--- src/rtl/ex_alu_control_if.sv ---
// ID/EX-side bundle for the execute-stage ALU control: ID request, interlock and EX/md status.
// master drives the ID side; slave is the control block.
interface ex_alu_control_if;
  logic       id_valid;
  logic [1:0] alu_op;
  logic [5:0] funct;
  logic       flush;
  logic       stall;
  logic       ex_valid;
  logic [3:0] alu_operation;
  logic       illegal;
  logic       md_start;
  logic       md_is_div;
  logic       md_busy;
  logic       md_done;

  modport master (
    output id_valid, alu_op, funct, flush,
    input  stall, ex_valid, alu_operation, illegal,
    input  md_start, md_is_div, md_busy, md_done
  );

  modport slave (
    input  id_valid, alu_op, funct, flush,
    output stall, ex_valid, alu_operation, illegal,
    output md_start, md_is_div, md_busy, md_done
  );
endinterface

--- src/rtl/ex_alu_control.sv ---
// Execute-stage ALU control: decodes alu_op/funct into a registered ALU code and
// sequences multi-cycle MULT/DIV while interlocking HI/LO readers in ID.
module ex_alu_control #(
  parameter int MUL_CYCLES = 4,
  parameter int DIV_CYCLES = 32,
  parameter int CNT_W      = $clog2((MUL_CYCLES > DIV_CYCLES) ? MUL_CYCLES : DIV_CYCLES) + 1
) (
  input  logic             clk,
  input  logic             rst_n,
  ex_alu_control_if.slave  ctl
);

  localparam logic [3:0] OP_AND  = 4'b0000;
  localparam logic [3:0] OP_OR   = 4'b0001;
  localparam logic [3:0] OP_ADD  = 4'b0010;
  localparam logic [3:0] OP_SUB  = 4'b0110;
  localparam logic [3:0] OP_SLT  = 4'b0111;
  localparam logic [3:0] OP_MFHI = 4'b1010;
  localparam logic [3:0] OP_MFLO = 4'b1011;
  localparam logic [3:0] OP_NOR  = 4'b1100;

  localparam logic [CNT_W-1:0] MUL_LOAD = CNT_W'(MUL_CYCLES - 1);
  localparam logic [CNT_W-1:0] DIV_LOAD = CNT_W'(DIV_CYCLES - 1);

  typedef enum logic [1:0] {S_IDLE, S_MUL, S_DIV} md_state_t;

  md_state_t        state_reg, state_next;
  logic [CNT_W-1:0] cnt_reg, cnt_next;
  logic             ex_valid_reg, ex_valid_next;
  logic [3:0]       op_reg, op_next;
  logic             illegal_reg, illegal_next;
  logic             start_reg, start_next;
  logic             is_div_reg, is_div_next;

  logic [3:0] op_dec;
  logic       illegal_dec;
  logic       dec_mult;
  logic       dec_div;
  logic       dec_hilo;
  logic       md_busy;
  logic       md_done;
  logic       stall;
  logic       capture;
  logic       issue;

  always_comb begin
    op_dec      = OP_ADD;
    illegal_dec = 1'b0;
    dec_mult    = 1'b0;
    dec_div     = 1'b0;
    dec_hilo    = 1'b0;
    unique case (ctl.alu_op)
      2'b00: op_dec = OP_ADD;
      2'b01: op_dec = OP_SUB;
      2'b10: begin
        unique case (ctl.funct)
          6'b100000: op_dec = OP_ADD;
          6'b100010: op_dec = OP_SUB;
          6'b100100: op_dec = OP_AND;
          6'b100101: op_dec = OP_OR;
          6'b100111: op_dec = OP_NOR;
          6'b101010: op_dec = OP_SLT;
          6'b011000: begin op_dec = OP_ADD;  dec_mult = 1'b1; end
          6'b011010: begin op_dec = OP_ADD;  dec_div  = 1'b1; end
          6'b010000: begin op_dec = OP_MFHI; dec_hilo = 1'b1; end
          6'b010010: begin op_dec = OP_MFLO; dec_hilo = 1'b1; end
          default:   begin op_dec = OP_SUB;  illegal_dec = 1'b1; end
        endcase
      end
      default: begin op_dec = OP_ADD; illegal_dec = 1'b1; end
    endcase
  end

  always_ff @(posedge clk) begin
    if (!rst_n) begin
      state_reg    <= S_IDLE;
      cnt_reg      <= '0;
      ex_valid_reg <= 1'b0;
      op_reg       <= 4'b0000;
      illegal_reg  <= 1'b0;
      start_reg    <= 1'b0;
      is_div_reg   <= 1'b0;
    end else begin
      state_reg    <= state_next;
      cnt_reg      <= cnt_next;
      ex_valid_reg <= ex_valid_next;
      op_reg       <= op_next;
      illegal_reg  <= illegal_next;
      start_reg    <= start_next;
      is_div_reg   <= is_div_next;
    end
  end

  always_comb begin
    state_next = state_reg;
    cnt_next   = cnt_reg;
    md_busy    = (state_reg != S_IDLE);
    md_done    = md_busy && (cnt_reg == '0);
    // md_done releases the interlock so a held op issues back-to-back with the finishing one
    stall      = ctl.id_valid && (dec_mult || dec_div || dec_hilo) && md_busy && !md_done && !ctl.flush;
    capture    = ctl.id_valid && !stall && !ctl.flush;
    issue      = capture && (dec_mult || dec_div);

    ex_valid_next = capture;
    op_next       = capture ? op_dec : 4'b0000;
    illegal_next  = capture && illegal_dec;
    start_next    = issue;
    is_div_next   = issue ? dec_div : is_div_reg;

    unique case (state_reg)
      S_IDLE: begin
        if (issue) begin
          state_next = dec_div ? S_DIV : S_MUL;
          cnt_next   = dec_div ? DIV_LOAD : MUL_LOAD;
        end
      end
      default: begin
        if (md_done) begin
          if (issue) begin
            state_next = dec_div ? S_DIV : S_MUL;
            cnt_next   = dec_div ? DIV_LOAD : MUL_LOAD;
          end else begin
            state_next = S_IDLE;
          end
        end else begin
          cnt_next = cnt_reg - CNT_W'(1);
        end
      end
    endcase
  end

  assign ctl.stall         = stall;
  assign ctl.ex_valid      = ex_valid_reg;
  assign ctl.alu_operation = op_reg;
  assign ctl.illegal       = illegal_reg;
  assign ctl.md_start      = start_reg;
  assign ctl.md_is_div     = is_div_reg;
  assign ctl.md_busy       = md_busy;
  assign ctl.md_done       = md_done;

endmodule

--- src/flat_wrapper.sv ---
// flat-port wrapper written by rule: the top's interface ports become plain ports
module ex_alu_control_flat 
#(
  parameter int MUL_CYCLES = 4,
  parameter int DIV_CYCLES = 32,
  parameter int CNT_W      = $clog2((MUL_CYCLES > DIV_CYCLES) ? MUL_CYCLES : DIV_CYCLES) + 1
)
  (clk, rst_n, ctl_id_valid, ctl_alu_op, ctl_funct, ctl_flush, ctl_stall, ctl_ex_valid, ctl_alu_operation, ctl_illegal, ctl_md_start, ctl_md_is_div, ctl_md_busy, ctl_md_done);
  ex_alu_control_if ctl_i ();
  input  logic clk;
  input  logic rst_n;
  input wire logic [$bits(ctl_i.id_valid)-1:0] ctl_id_valid;
  input wire logic [$bits(ctl_i.alu_op)-1:0] ctl_alu_op;
  input wire logic [$bits(ctl_i.funct)-1:0] ctl_funct;
  input wire logic [$bits(ctl_i.flush)-1:0] ctl_flush;
  output wire logic [$bits(ctl_i.stall)-1:0] ctl_stall;
  output wire logic [$bits(ctl_i.ex_valid)-1:0] ctl_ex_valid;
  output wire logic [$bits(ctl_i.alu_operation)-1:0] ctl_alu_operation;
  output wire logic [$bits(ctl_i.illegal)-1:0] ctl_illegal;
  output wire logic [$bits(ctl_i.md_start)-1:0] ctl_md_start;
  output wire logic [$bits(ctl_i.md_is_div)-1:0] ctl_md_is_div;
  output wire logic [$bits(ctl_i.md_busy)-1:0] ctl_md_busy;
  output wire logic [$bits(ctl_i.md_done)-1:0] ctl_md_done;
  assign ctl_i.id_valid = ctl_id_valid;
  assign ctl_i.alu_op = ctl_alu_op;
  assign ctl_i.funct = ctl_funct;
  assign ctl_i.flush = ctl_flush;
  assign ctl_stall = ctl_i.stall;
  assign ctl_ex_valid = ctl_i.ex_valid;
  assign ctl_alu_operation = ctl_i.alu_operation;
  assign ctl_illegal = ctl_i.illegal;
  assign ctl_md_start = ctl_i.md_start;
  assign ctl_md_is_div = ctl_i.md_is_div;
  assign ctl_md_busy = ctl_i.md_busy;
  assign ctl_md_done = ctl_i.md_done;
  ex_alu_control #(.MUL_CYCLES(MUL_CYCLES), .DIV_CYCLES(DIV_CYCLES), .CNT_W(CNT_W)) u_core (.clk(clk), .rst_n(rst_n), .ctl(ctl_i));
endmodule
--- config.mk ---
export PLATFORM = sky130hd
export DESIGN_NAME = ex_alu_control_flat
export DESIGN_NICKNAME = d
export VERILOG_FILES = /design/src/rtl/ex_alu_control_if.sv /design/src/rtl/ex_alu_control.sv /design/src/flat_wrapper.sv
export SDC_FILE = /design/constraint.sdc
export NUM_CORES = 1
export LEC_CHECK = 0
export BUFFER_PORTS_ARGS = -buffer_cell sky130_fd_sc_hd__buf_2
export CAP_MARGIN = 20
export CORE_MARGIN = 2
export CORE_UTILIZATION = 33
export DETAILED_ROUTE_END_ITERATION = 8
export PLACE_DENSITY = 0.58
export SETUP_SLACK_MARGIN = 0.2
export SKIP_CTS_REPAIR_TIMING = 1
export SYNTH_ARGS = -nofsm -noshare
export SYNTH_HDL_FRONTEND = slang
export SYNTH_SLANG_ARGS = --single-unit
--- constraint.sdc ---
create_clock -name clk -period 2 [get_ports clk]
set_input_delay 0 -clock clk [delete_from_list [all_inputs] [get_ports clk]]
set_output_delay 0 -clock clk [all_outputs]
set_load 0.03 [all_outputs]
; Word level (Yosys, flattened, before mapping)
; Index checks and enable logic that the tools add are counted.
; W data, S select, Z words.
[totals]
output_inout_bits = 11
register_bits = 16
wordCells = 65
in_bits = 12
[op_classes]
n_mux = 19
n_eq_ne = 13
reduce_logical = 25
addsub = 1
[op_table]
columns = cell, count
row1 = $eq A6 B6 Y1 const B, 6
row2 = $pmux W4 S7, 1
row3 = $eq A6 B5 Y1 const B, 4
row4 = $mux W6, 3
row5 = $mux W2, 5
row6 = $reduce_or A10 Y1, 1
row7 = $logic_and A1 B1 Y1, 9
row8 = $pmux W4 S2, 1
row9 = $mux W1, 7
row10 = $logic_not A6 Y1, 1
row11 = $sub A6 B1 Y6 const B, 1
row12 = $mux W5, 1
row13 = $logic_not A2 Y1, 2
row14 = $reduce_and A2 Y1, 2
row15 = $reduce_bool A2 Y1, 2
row16 = $reduce_or A2 Y1, 2
row17 = $logic_not A1 Y1, 3
row18 = $reduce_or A3 Y1, 1
row19 = $eq A2 B1 Y1 const B, 1
row20 = $eq A2 B2 Y1 const B, 1
row21 = $logic_or A1 B1 Y1, 2
row22 = $ne A2 B1 Y1 const B, 1
row23 = $pmux W1 S2, 1

; Depth between registers and ports, before layout
; Gate-level depths: netlist of the first run.
[depth]
ltp_word = 16
depth_mapped = 6
depth_no_buf = 6

; Least setup slack after synthesis of the first run
; OpenSTA, ideal clock, no wires.
[synth_path]
path_type = flip-flop to flip-flop
startpoint = register u_core.cnt_reg[0]
endpoint = register u_core.cnt_reg[4]
stages_incl_launch_ff = 7
setup_ns = 0.116
slack_ns = 0.348
synth_period_minus_slack_ns = 1.652
arrival_ns = 1.536
cell_sequence = dfxtp_1 inv_1 ha_1 nor2b_1 a21oi_2 or3_1 and4_1
[synth_via]
elab_chain_len = 12
[synth_rtl]
columns = element, line_no
row1 = "start, declared", ex_alu_control.sv:28  ; logic [CNT_W-1:0] cnt_reg, cnt_next;
row2 = "start signal, assigned", ex_alu_control.sv:85  ; cnt_reg <= cnt_next;
row3 = $logic_not A6 Y1, ex_alu_control.sv:98  ; md_done = md_busy && (cnt_reg == '0);
row4 = $logic_and A1 B1 Y1, ex_alu_control.sv:98
row5 = $logic_not A1 Y1, ex_alu_control.sv:100  ; stall = ctl.id_valid && (dec_mult || dec_div || dec_hilo) && md_busy && !md_done && !ctl.flush;
row6 = $logic_and A1 B1 Y1 (2 in series), ex_alu_control.sv:100
row7 = $logic_not A1 Y1, ex_alu_control.sv:101  ; capture = ctl.id_valid && !stall && !ctl.flush;
row8 = $logic_and A1 B1 Y1 (2 in series), ex_alu_control.sv:101
row9 = $logic_and A1 B1 Y1, ex_alu_control.sv:102  ; issue = capture && (dec_mult || dec_div);
row10 = $mux W6, -
row11 = $mux W6, ex_alu_control.sv:118  ; if (md_done) begin
row12 = $mux W6 *, ex_alu_control.sv:110  ; unique case (state_reg)
; Every way passes the cells marked *; elsewhere a longest branch is shown, timed or not.
; A chain may end at the register's enable or synchronous reset.

; Worst setup path in the final report of the first run
[layout_path]
startpoint = register u_core.cnt_reg[0]
endpoint = output port ctl_stall
[layout_via]
elab_chain_len = 5
[layout_rtl]
columns = element, line_no
row1 = $logic_not A6 Y1, ex_alu_control.sv:98
row2 = $logic_and A1 B1 Y1, ex_alu_control.sv:98
row3 = $logic_not A1 Y1, ex_alu_control.sv:100
row4 = $logic_and A1 B1 Y1 (2 in series), ex_alu_control.sv:100
row5 = "end, declared", flat_wrapper.sv:16  ; output wire logic [$bits(ctl_i.stall)-1:0] ctl_stall;
; No other way between the ends.

==> results of run 1 <==
[layer usage]
| layer | vias to the layer above | track usage (%) | wire, um |
|---|---|---|---|
| li1 | 443 | - | - |
| met5 | - | 0 | 0 |
| met3 | 4 | 2.30 | 96 |
| met4 | 0 | 5.78 | 38 |
| met2 | 27 | 20.8 | 984 |
| met1 | 393 | 18.3 | 931 |
[path summary, 6_finish.rpt]
check / to / cells after the start
hold / removal: u_core.ctl.ex_valid / 4
hold reg to reg: u_core.cnt_reg[0] / 1
setup reg to reg: u_core.cnt_reg[3] / 7
setup / recovery: ctl_stall / 6
[report_power, final]
| group | total [mW] | internal, mW | switching, mW |
|---|---|---|---|
| clock | 0.218 | 0.111 | 0.107 |
| combinational | 0.0734 | 0.0298 | 0.0436 |
| sequential | 0.322 | 0.321 | 0.000705 |
| total | 0.614 | 0.462 | 0.152 |
[cell families (layout without fill, tap and decap cells)]
| family | count (synthesis) | count (layout) | synth area share [%] |
|---|---|---|---|
| buf+inv | 14 | 42 | 6.19 |
| mux | 1 | 1 | 1.24 |
| fa+ha+maj | 5 | 5 | 6.88 |
| compound gates | 30 | 30 | 23.2 |
| simple gates | 39 | 39 | 27.2 |
| flops | 16 | 16 | 35.2 |
[critical path, cell delays in order, from the launching register on]
cell and delay, ns:
sky130_fd_sc_hd__dfxtp_2 0.37, sky130_fd_sc_hd__inv_1 0.06, sky130_fd_sc_hd__ha_1 0.21, sky130_fd_sc_hd__nor2b_4 0.15, sky130_fd_sc_hd__a21o_1 0.24, sky130_fd_sc_hd__nor2_1 0.13, sky130_fd_sc_hd__clkbuf_4 0.20
[area by class of cell]
type                            count  area (um2)
Fill cell                         276        1550
Multi-Input combinational cell     75         547
Sequential cell                    16         323
Timing Repair Buffer               25         140
Inverter                           13        48.8
Tap cell                           31        38.8
Clock buffer                        4        36.3
[cells in the final DEF (no fill, tap or decap), drive strengths merged, types with 3 or more instances in the layout]
cell type   n
buf        22
dfxtp      16
inv        13
a21oi       9
nand2       6
nor2        6
ha          5
nor3        5
clkbuf      5
nand3       4
a31oi       4
nor2b       4
a211oi      3
o211ai      3
[through the flow]
| stage | total power [mW] | worst slack, ns | utilization (%) | cell area, um2 |
|---|---|---|---|---|
| detailed placement | 0.399 | 0.204 | 39.1 | 1050 |
| finish | 0.614 | 0.332 | 42.2 | 1130 |
| floorplan | 0.369 | 0.348 | - | 910 |
| CTS | 0.611 | 0.171 | 40.5 | 1090 |
| global placement | 0.398 | 0.256 | 39.1 | 1050 |
| global route | 0.640 | 0.239 | 42.2 | 1130 |
==> impl_metrics.prom, run 1 <==
# TYPE chip_impl_metric gauge
chip_impl_info{name="outcome",value="complete, no violations"} 1
chip_impl_info{name="worst_setup_path_startpoint",value="u_core.cnt_reg[0]"} 1
chip_impl_metric{name="clock_skew",unit="ns"} 0.0190
chip_impl_metric{name="synth_sequential_area_ratio",unit="%"} 35.2
chip_impl_metric{name="core_area",unit="um2"} 2690
chip_impl_metric{name="area_growth",unit="%"} 24.6
chip_impl_metric{name="syn_nets",unit=""} 122
chip_impl_info{name="tritoncts_clock_tree",value="built"} 1
chip_impl_metric{name="hold_viol_final",unit=""} 0
chip_impl_metric{name="max-cap-violations",unit=""} 0
chip_impl_metric{name="die_width",unit="um"} 56.5
chip_impl_metric{name="max-vdd-ir-drop",unit="mV"} 0.427
chip_impl_metric{name="r2r_slack",unit="ns"} 0.36
chip_impl_metric{name="final.setup.tns",unit="ns"} 0
chip_impl_metric{name="fp.dieArea",unit="um2"} 3190
chip_impl_metric{name="crit_arrival",unit="ns"} 1.67
chip_impl_metric{name="syn_area_per_cell",unit="um2"} 8.66
chip_impl_info{name="worst_hold_path_type",value="in -> reg"} 1
chip_impl_info{name="synth_flop_cell",value="sky130_fd_sc_hd__dfxtp_1"} 1
chip_impl_metric{name="ctsLongestPathBuffers",unit=""} 2
chip_impl_metric{name="drt-total-wl",unit="um"} 2050
chip_impl_metric{name="power.density_cell_area",unit="nW/um2"} 541
chip_impl_metric{name="number_of_global_route_vias_before_repair",unit=""} 815
chip_impl_metric{name="hold_ws",unit="ns"} 0.117
chip_impl_metric{name="timing_worst_slew_pin_value",unit="ns"} 0.482
chip_impl_info{name="post_synth_most_frequent_cells",value="sky130_fd_sc_hd__dfxtp_1, sky130_fd_sc_hd__inv_1, sky130_fd_sc_hd__a21oi_1, sky130_fd_sc_hd__nand2_1"} 1
chip_impl_metric{name="layoutNonFillerInstCount",unit=""} 164
chip_impl_info{name="synth.top_cells.by_area",value="sky130_fd_sc_hd__dfxtp_1, sky130_fd_sc_hd__ha_1, sky130_fd_sc_hd__inv_1"} 1
chip_impl_metric{name="globalRouteTotalUtil",unit="%"} 13.5
chip_impl_metric{name="num_io_pins",unit=""} 23
chip_impl_metric{name="drt_iter0_drc",unit=""} 14
chip_impl_metric{name="grt_max_degree",unit=""} 10
chip_impl_info{name="cp-start-kind",value="flip-flop"} 1
chip_impl_metric{name="largest_register_ffs",unit=""} 6
chip_impl_metric{name="first_pass_iters",unit=""} 4
chip_impl_metric{name="timing.final.setup_violations",unit=""} 0
chip_impl_metric{name="max_freq",unit="MHz"} 600
chip_impl_metric{name="num_rows",unit=""} 19
chip_impl_metric{name="ys_types",unit=""} 39
chip_impl_info{name="post_synth_top_area_cell",value="sky130_fd_sc_hd__dfxtp_1"} 1
chip_impl_metric{name="fin_nets",unit=""} 151
chip_impl_metric{name="syn_inst",unit=""} 105
chip_impl_metric{name="numPortBuffers",unit=""} 22
chip_impl_metric{name="dp_cells",unit=""} 157
chip_impl_metric{name="vias",unit=""} 867
chip_impl_info{name="root_buffer",value="sky130_fd_sc_hd__clkbuf_4"} 1
chip_impl_metric{name="cts.clk_slew.worst_paths",unit="ns"} 0.11
chip_impl_metric{name="dieHeight",unit="um"} 56.5
chip_impl_metric{name="worst-endpoint-required",unit="ns"} 2.00
chip_impl_info{name="synth.most_common_cell",value="sky130_fd_sc_hd__dfxtp_1"} 1
chip_impl_metric{name="final-max-slew-violation-count",unit=""} 0
chip_impl_metric{name="drt.antenna.violating_nets",unit=""} 0
chip_impl_metric{name="drt-vias-per-instance",unit=""} 5.29
chip_impl_metric{name="synth.yosys.warnings",unit=""} 0
chip_impl_metric{name="synth_async_sr_flop_share",unit="%"} 0
chip_impl_metric{name="synth.top_cell.area_share",unit="%"} 35.2
chip_impl_metric{name="leakagePower",unit="nW"} 0.507
chip_impl_metric{name="drc_errors",unit=""} 0
chip_impl_info{name="rr_startpoint",value="u_core.cnt_reg[0]"} 1
chip_impl_metric{name="cts_max_level",unit=""} 1
chip_impl_metric{name="post-route-min-period",unit="ns"} 1.67
chip_impl_info{name="critPathCaptureType",value="primary output"} 1
chip_impl_metric{name="antenna_found_initial",unit=""} 0
chip_impl_metric{name="cts-buffers-inserted",unit=""} 3
chip_impl_metric{name="synth_seq_cells",unit=""} 16
chip_impl_metric{name="netlist_area",unit="um2"} 910
chip_impl_info{name="grt_setup_unrepaired",value="no"} 1
chip_impl_metric{name="cts.sink_count",unit=""} 16
chip_impl_metric{name="max-slew-margin-rel",unit="%"} 67.4
chip_impl_info{name="setup.worst_path.class",value="reg -> out"} 1
chip_impl_metric{name="critical_path_peak_fanout",unit=""} 6
chip_impl_metric{name="drive_above_1_share",unit="%"} 30.8
chip_impl_metric{name="overflow",unit=""} 0
chip_impl_info{name="min_from",value="ctl_flush"} 1
chip_impl_metric{name="clkLatencyLatePin",unit="ns"} 0.30
chip_impl_metric{name="tcrit_tclk_final",unit="%"} 83.4
chip_impl_metric{name="route.detailed.wl_per_inst",unit="um"} 12.5
chip_impl_metric{name="dp_hpwl",unit="um"} 1530
chip_impl_metric{name="initial_core_util",unit="%"} 33.9
chip_impl_metric{name="wire_length_of_the_first_global_routing_pass",unit="um"} 3480
chip_impl_metric{name="globalplace.congestion",unit=""} 0.734
chip_impl_metric{name="synth_enable_flop_cells",unit=""} 0
chip_impl_metric{name="antennaDiodeCount",unit=""} 0
(Power assumes the default switching activity.)
==> run 2, diff against run 1 <==
Settings changed: PLACE_DENSITY 0.58 to 0.6.
Clock period 2 ns to 1.45 ns, I/O delays scaled along.
==> impl_metrics.prom, run 2 (synthesized netlist as in run 1, its figures left out) <==
# TYPE chip_impl_metric gauge
chip_impl_info{name="setup.worst_path.class",value="reg -> reg"} 1
chip_impl_metric{name="worstRegToRegCells",unit=""} 7
chip_impl_info{name="tritoncts_clock_tree",value="built"} 1
chip_impl_info{name="crit_path_end",value="u_core.cnt_reg[2]"} 1
chip_impl_metric{name="drt-total-wl",unit="um"} 2490
chip_impl_metric{name="leakagePower",unit="nW"} 0.628
chip_impl_metric{name="globalRouteTotalUtil",unit="%"} 15.0
chip_impl_metric{name="drt_iter0_drc",unit=""} 23
chip_impl_info{name="root_buffer",value="sky130_fd_sc_hd__clkbuf_4"} 1
chip_impl_metric{name="area_growth",unit="%"} 58.0
chip_impl_metric{name="num_io_pins",unit=""} 23
chip_impl_metric{name="critical_path_peak_fanout",unit=""} 4
chip_impl_info{name="critPathCaptureType",value="flip-flop"} 1
chip_impl_metric{name="max-cap-violations",unit=""} 0
chip_impl_info{name="crit_top_cell",value="sky130_fd_sc_hd__a31oi_1"} 1
chip_impl_metric{name="cts.sink_count",unit=""} 16
chip_impl_info{name="leading_cell_types_in_the_layout_fill_and_taps_excluded",value="sky130_fd_sc_hd__buf_2, sky130_fd_sc_hd__buf_4, sky130_fd_sc_hd__dfxtp_1, sky130_fd_sc_hd__inv_1, sky130_fd_sc_hd__a21oi_1"} 1
chip_impl_metric{name="first_pass_iters",unit=""} 4
chip_impl_info{name="rr_startpoint",value="u_core.cnt_reg[1]"} 1
chip_impl_metric{name="max-slew-margin-rel",unit="%"} 62.7
chip_impl_metric{name="worst-endpoint-required",unit="ns"} 1.68
chip_impl_metric{name="tcrit_tclk_final",unit="%"} 103
chip_impl_metric{name="grt_max_degree",unit=""} 10
chip_impl_metric{name="vias",unit=""} 991
chip_impl_metric{name="timing.hold.worst_path_depth",unit=""} 3
chip_impl_metric{name="dp_hpwl",unit="um"} 1810
chip_impl_metric{name="route.detailed.wl_per_inst",unit="um"} 13.8
chip_impl_metric{name="number_of_global_route_vias_before_repair",unit=""} 877
chip_impl_metric{name="timing_worst_slew_pin_value",unit="ns"} 0.552
chip_impl_metric{name="drt.antenna.violating_nets",unit=""} 0
chip_impl_info{name="layout_commonest_cell",value="sky130_fd_sc_hd__buf_2"} 1
chip_impl_metric{name="initial_core_util",unit="%"} 33.9
chip_impl_info{name="critical-path-slowest-cell",value="sky130_fd_sc_hd__dfxtp_2"} 1
chip_impl_info{name="cp_cell_sequence",value="inv_2, ha_4, nor2b_4, buf_4, a2111oi_4, a31oi_1, a31oi_1"} 1
chip_impl_metric{name="fin_nets",unit=""} 167
chip_impl_metric{name="max_freq",unit="MHz"} 668
chip_impl_metric{name="r2r_slack",unit="ns"} -0.05
chip_impl_metric{name="final-max-slew-violation-count",unit=""} 0
chip_impl_metric{name="drt-vias-per-instance",unit=""} 5.51
chip_impl_metric{name="final_util",unit="%"} 53.5
chip_impl_metric{name="die_width",unit="um"} 56.5
chip_impl_metric{name="power.density_cell_area",unit="nW/um2"} 597
chip_impl_metric{name="globalplace.congestion",unit=""} 0.811
chip_impl_metric{name="overflow",unit=""} 0
chip_impl_metric{name="hold_ws",unit="ns"} 0.0428
chip_impl_info{name="r2r-end",value="u_core.cnt_reg[2]"} 1
chip_impl_metric{name="dieHeight",unit="um"} 56.5
chip_impl_metric{name="clock_skew",unit="ns"} 0.00144
chip_impl_info{name="grt_setup_unrepaired",value="yes"} 1
chip_impl_info{name="outcome",value="finished with violations"} 1
chip_impl_metric{name="drive_above_1_share",unit="%"} 51.7
chip_impl_metric{name="post-route-min-period",unit="ns"} 1.50
chip_impl_info{name="worst_hold_path_type",value="in -> reg"} 1
chip_impl_metric{name="drc_errors",unit=""} 0
chip_impl_metric{name="core_area",unit="um2"} 2690
chip_impl_metric{name="num_rows",unit=""} 19
chip_impl_metric{name="crit_arrival",unit="ns"} 1.72
chip_impl_metric{name="hold_viol_final",unit=""} 0
chip_impl_metric{name="max-vdd-ir-drop",unit="mV"} 0.468
chip_impl_info{name="worst_setup_path_startpoint",value="u_core.cnt_reg[1]"} 1
chip_impl_metric{name="cts_max_level",unit=""} 1
chip_impl_metric{name="cts-buffers-inserted",unit=""} 3
chip_impl_info{name="cp-start-kind",value="flip-flop"} 1
chip_impl_metric{name="timing.final.setup_violations",unit=""} 5
chip_impl_metric{name="antenna_found_initial",unit=""} 0
chip_impl_metric{name="final_worst_setup_slack",unit="ns"} -0.0480
chip_impl_metric{name="fp.dieArea",unit="um2"} 3190
chip_impl_metric{name="numPortBuffers",unit=""} 22
chip_impl_info{name="failed_checks",value="setup timing"} 1
chip_impl_metric{name="cts.clk_slew.worst_paths",unit="ns"} 0.09
chip_impl_metric{name="ctsLongestPathBuffers",unit=""} 2
chip_impl_metric{name="largest_register_ffs",unit=""} 6
chip_impl_metric{name="crit_path_max_incr_delay",unit="ns"} 0.35
chip_impl_metric{name="wire_length_of_the_first_global_routing_pass",unit="um"} 3750
chip_impl_metric{name="clkLatencyLatePin",unit="ns"} 0.29
chip_impl_metric{name="antennaDiodeCount",unit=""} 0
## run 2: worst min-delay path by stage
stage	from	end	slack [ns]
6_report	ctl_funct[1]	u_core.ctl.md_is_div	0.04
5_1_grt	ctl_funct[1]	u_core.state_reg[1]	0.03
4_1_cts	ctl_funct[3]	u_core.ctl.alu_operation[3]	-0.02
3_5_place_dp	ctl_funct[3]	u_core.ctl.alu_operation[3]	0.29
3_3_place_gp	rst_n	u_core.cnt_reg[3]	0.29
2_1_floorplan	ctl_funct[3]	u_core.ctl.alu_operation[3]	0.08
## run 2: routing by layer
layer	share of wire, %	up-vias	global-route usage, %	routed length [um]
li1	-	477	-	-
met1	42	472	18.3	1040
met2	52	37	24.9	1310
met3	4.7	5	2.76	118
met4	1.2	0	7.48	31
met5	0	-	0	0
## run 2: critical path, delay by kind of cell (launching register included)
kind                     cells  cell delay (ns)
AO/OA/AOI/OAI                3             0.59
flip-flops                   1             0.35
buffers and inverters        2             0.20
adder cells (fa/ha/maj)      1             0.15
AND/OR/NAND/NOR              1             0.14
## run 2: area by class of cell
type,count,area [um2]
Sequential cell,16,325
Multi-Input combinational cell,75,698
Inverter,13,51.3
Tap cell,31,38.8
Clock buffer,4,36.3
Fill cell,250,1250
Timing Repair Buffer,41,288
## run 2: through the flow
stage	instances	area [um2]	worst slack (ns)	total power, mW	setup TNS [ns]
6_report	180	1440	-0.0480	0.859	-0.127
5_1_grt	180	1440	-0.125	0.903	-0.548
4_1_cts	175	1230	-0.131	0.856	-0.454
3_5_place_dp	171	1190	-0.0566	0.555	-0.121
3_3_place_gp	171	1190	-0.0296	0.552	-0.0296
2_1_floorplan	105	948	-0.0296	0.510	-0.0296
## run 2: power by group
part / internal [mW] / total [mW] / switching (mW)
registers: 0.443 / 0.444 / 0.00122
clock network: 0.153 / 0.301 / 0.148
logic: 0.0465 / 0.113 / 0.0668
==> run 3, diff against run 2 <==
--- a/config.mk
+++ b/config.mk
@@ -11,4 +11,5 @@
 export CORE_UTILIZATION = 33
+export CTS_BUF_LIST = sky130_fd_sc_hd__clkbuf_8
 export DETAILED_ROUTE_END_ITERATION = 8
-export PLACE_DENSITY = 0.6
+export PLACE_DENSITY = 0.58
 export SETUP_SLACK_MARGIN = 0.2
==> constraint.sdc (replaced) <==
create_clock -name clk -period 1.44 [get_ports clk]
set_input_delay 0.288 -clock clk [delete_from_list [all_inputs] [get_ports clk]]
set_output_delay 0.288 -clock clk [all_outputs]
set_load 0.03 [all_outputs]
==> impl_metrics.prom, run 3 (synthesized netlist as in run 1, its figures left out) <==
# TYPE chip_impl_metric gauge
chip_impl_metric{name="cts.sink_count",unit=""} 16
chip_impl_metric{name="core_area",unit="um2"} 2690
chip_impl_metric{name="post_place_setup_slack",unit="ns"} -0.125
chip_impl_metric{name="post-route-min-period",unit="ns"} 1.66
chip_impl_metric{name="globalRouteTotalUtil",unit="%"} 15.8
chip_impl_metric{name="initial_core_util",unit="%"} 33.9
chip_impl_metric{name="cts-buffers-inserted",unit=""} 3
chip_impl_metric{name="wire_length_of_the_first_global_routing_pass",unit="um"} 3970
chip_impl_metric{name="drc_errors",unit=""} 0
chip_impl_metric{name="drt_iter0_drc",unit=""} 17
chip_impl_info{name="tritoncts_clock_tree",value="built"} 1
chip_impl_metric{name="final_worst_setup_slack",unit="ns"} -0.217
chip_impl_info{name="setup.worst_path.class",value="reg -> out"} 1
chip_impl_metric{name="drt-vias-per-instance",unit=""} 5.32
chip_impl_metric{name="clock_skew",unit="ns"} 0.00722
chip_impl_info{name="cp-start-kind",value="flip-flop"} 1
chip_impl_metric{name="timing.final.setup_violations",unit=""} 13
chip_impl_info{name="layout_commonest_cell",value="sky130_fd_sc_hd__buf_4"} 1
chip_impl_metric{name="number_of_global_route_vias_before_repair",unit=""} 960
chip_impl_info{name="cp_cell_sequence",value="inv_2, ha_4, nor2b_4, a21o_4, nor2_4, buf_6"} 1
chip_impl_metric{name="final-max-slew-violation-count",unit=""} 0
chip_impl_info{name="leading_cell_types_in_the_layout_fill_and_taps_excluded",value="sky130_fd_sc_hd__buf_4, sky130_fd_sc_hd__buf_2, sky130_fd_sc_hd__dfxtp_1, sky130_fd_sc_hd__inv_1, sky130_fd_sc_hd__buf_6"} 1
chip_impl_info{name="root_buffer",value="sky130_fd_sc_hd__clkbuf_8"} 1
chip_impl_metric{name="dieHeight",unit="um"} 56.5
chip_impl_metric{name="hold_viol_final",unit=""} 0
chip_impl_info{name="min_from",value="rst_n"} 1
chip_impl_metric{name="route.detailed.wl_per_inst",unit="um"} 13.2
chip_impl_metric{name="num_io_pins",unit=""} 23
chip_impl_metric{name="power.density_cell_area",unit="nW/um2"} 632
chip_impl_metric{name="timing_worst_slew_pin_value",unit="ns"} 0.353
chip_impl_metric{name="dp_hpwl",unit="um"} 1860
chip_impl_metric{name="max-slew-margin-rel",unit="%"} 76.2
chip_impl_metric{name="critical_path.n_buffers_inverters",unit=""} 2
chip_impl_metric{name="fin_nets",unit=""} 178
chip_impl_metric{name="max-cap-violations",unit=""} 0
chip_impl_metric{name="max_freq",unit="MHz"} 603
chip_impl_info{name="outcome",value="finished with violations"} 1
chip_impl_metric{name="area_growth",unit="%"} 67.7
chip_impl_metric{name="largest_register_ffs",unit=""} 6
chip_impl_info{name="worst_hold_path.endpoint",value="u_core.cnt_reg[3]"} 1
chip_impl_metric{name="detailed_place.area",unit="um2"} 1280
chip_impl_metric{name="leakagePower",unit="nW"} 0.677
chip_impl_metric{name="numPortBuffers",unit=""} 22
chip_impl_metric{name="num_rows",unit=""} 19
chip_impl_metric{name="vias",unit=""} 1017
chip_impl_metric{name="first_pass_iters",unit=""} 4
chip_impl_metric{name="max-vdd-ir-drop",unit="mV"} 0.546
chip_impl_metric{name="seqCellArea",unit="um2"} 327
chip_impl_metric{name="crit_path_max_incr_delay",unit="ns"} 0.34
chip_impl_metric{name="cts.clk_slew.worst_paths",unit="ns"} 0.06
chip_impl_metric{name="antenna_found_initial",unit=""} 0
chip_impl_info{name="r2r-end",value="u_core.cnt_reg[4]"} 1
chip_impl_info{name="critical-path-slowest-cell",value="sky130_fd_sc_hd__dfxtp_2"} 1
chip_impl_info{name="critPathCaptureType",value="primary output"} 1
chip_impl_metric{name="antennaDiodeCount",unit=""} 0
chip_impl_metric{name="critical_path_peak_fanout",unit=""} 5
chip_impl_metric{name="die_width",unit="um"} 56.5
chip_impl_metric{name="grt_max_degree",unit=""} 10
chip_impl_metric{name="worstRegToRegCells",unit=""} 7
chip_impl_metric{name="drt-total-wl",unit="um"} 2510
chip_impl_metric{name="timing.hold.worst_path_depth",unit=""} 2
chip_impl_metric{name="ctsLongestPathBuffers",unit=""} 2
chip_impl_metric{name="cts_max_level",unit=""} 1
chip_impl_metric{name="drive_above_1_share",unit="%"} 57.5
chip_impl_info{name="failed_checks",value="setup timing"} 1
chip_impl_metric{name="cp.depth",unit=""} 6
chip_impl_metric{name="post_route_standard_cell_area_excluding_fillers",unit="um2"} 1530
chip_impl_info{name="rr_startpoint",value="u_core.cnt_reg[0]"} 1
chip_impl_metric{name="fp.dieArea",unit="um2"} 3190
chip_impl_info{name="worst_hold_path_type",value="in -> reg"} 1
chip_impl_metric{name="tcrit_tclk_final",unit="%"} 115
chip_impl_metric{name="crit_arrival",unit="ns"} 1.37
chip_impl_metric{name="drt.antenna.violating_nets",unit=""} 0
chip_impl_metric{name="overflow",unit=""} 0
chip_impl_metric{name="multi_input_area",unit="um2"} 684
chip_impl_metric{name="globalplace.congestion",unit=""} 0.787
chip_impl_metric{name="clkLatencyLatePin",unit="ns"} 0.25
chip_impl_info{name="grt_setup_unrepaired",value="yes"} 1
chip_impl_info{name="top_delay_family_on_crit_path",value="flip-flops"} 1
chip_impl_metric{name="worst-endpoint-required",unit="ns"} 1.15
chip_impl_metric{name="fill_cells",unit=""} 249
chip_impl_metric{name="r2r_slack",unit="ns"} -0.15
-- run 3: stage by stage --
step	hold WS (ns)	util (%)	std cells	total power, mW	setup TNS (ns)
after global routing	0.300	56.8	191	1.01	-2.23
after global placement	0.456	47.6	182	0.569	-0.817
after floorplan	0.366	-	105	0.513	-0.0851
after CTS	0.293	49.7	186	0.972	-1.26
after detailed placement	0.473	47.6	182	0.572	-1.37
final	0.297	56.8	191	0.964	-1.14
-- run 3: power by group --
part | internal, mW | switching (mW) | total (mW)
Clock | 0.243 | 0.155 | 0.398
Sequential | 0.447 | 0.00108 | 0.448
Combinational | 0.0525 | 0.0663 | 0.119
Total | 0.742 | 0.222 | 0.964
-- run 3: worst max path at each step --
stage | start | to | slack (ns)
after CTS | u_core.cnt_reg[1] | ctl_stall | -0.34
after global routing | u_core.cnt_reg[1] | ctl_stall | -0.27
after global placement | ctl_funct[5] | ctl_stall | -0.11
after floorplan | u_core.cnt_reg[0] | u_core.cnt_reg[4] | -0.07
final | u_core.cnt_reg[0] | ctl_stall | -0.22
after detailed placement | ctl_funct[5] | ctl_stall | -0.12
-- run 3: area by class of cell --
cell class / count / share of cell area, %
inverters: 13 / 3.36
multi-input cells: 75 / 44.9
well taps: 31 / 2.54
clock buffers: 4 / 3.61
repair buffers: 52 / 24.2
flip-flops and latches: 16 / 21.4
-- run 3: layer usage --
metal  track usage, %  up-vias  routed length, um  part of all wire [%]
li1                 -      500                  -                     -
met1             18.0      487               1040                    41
met2             28.4       25               1330                    53
met3             2.53        5                102                   4.1
met4             7.14        0                 46                   1.8
met5                0        -                  0                     0
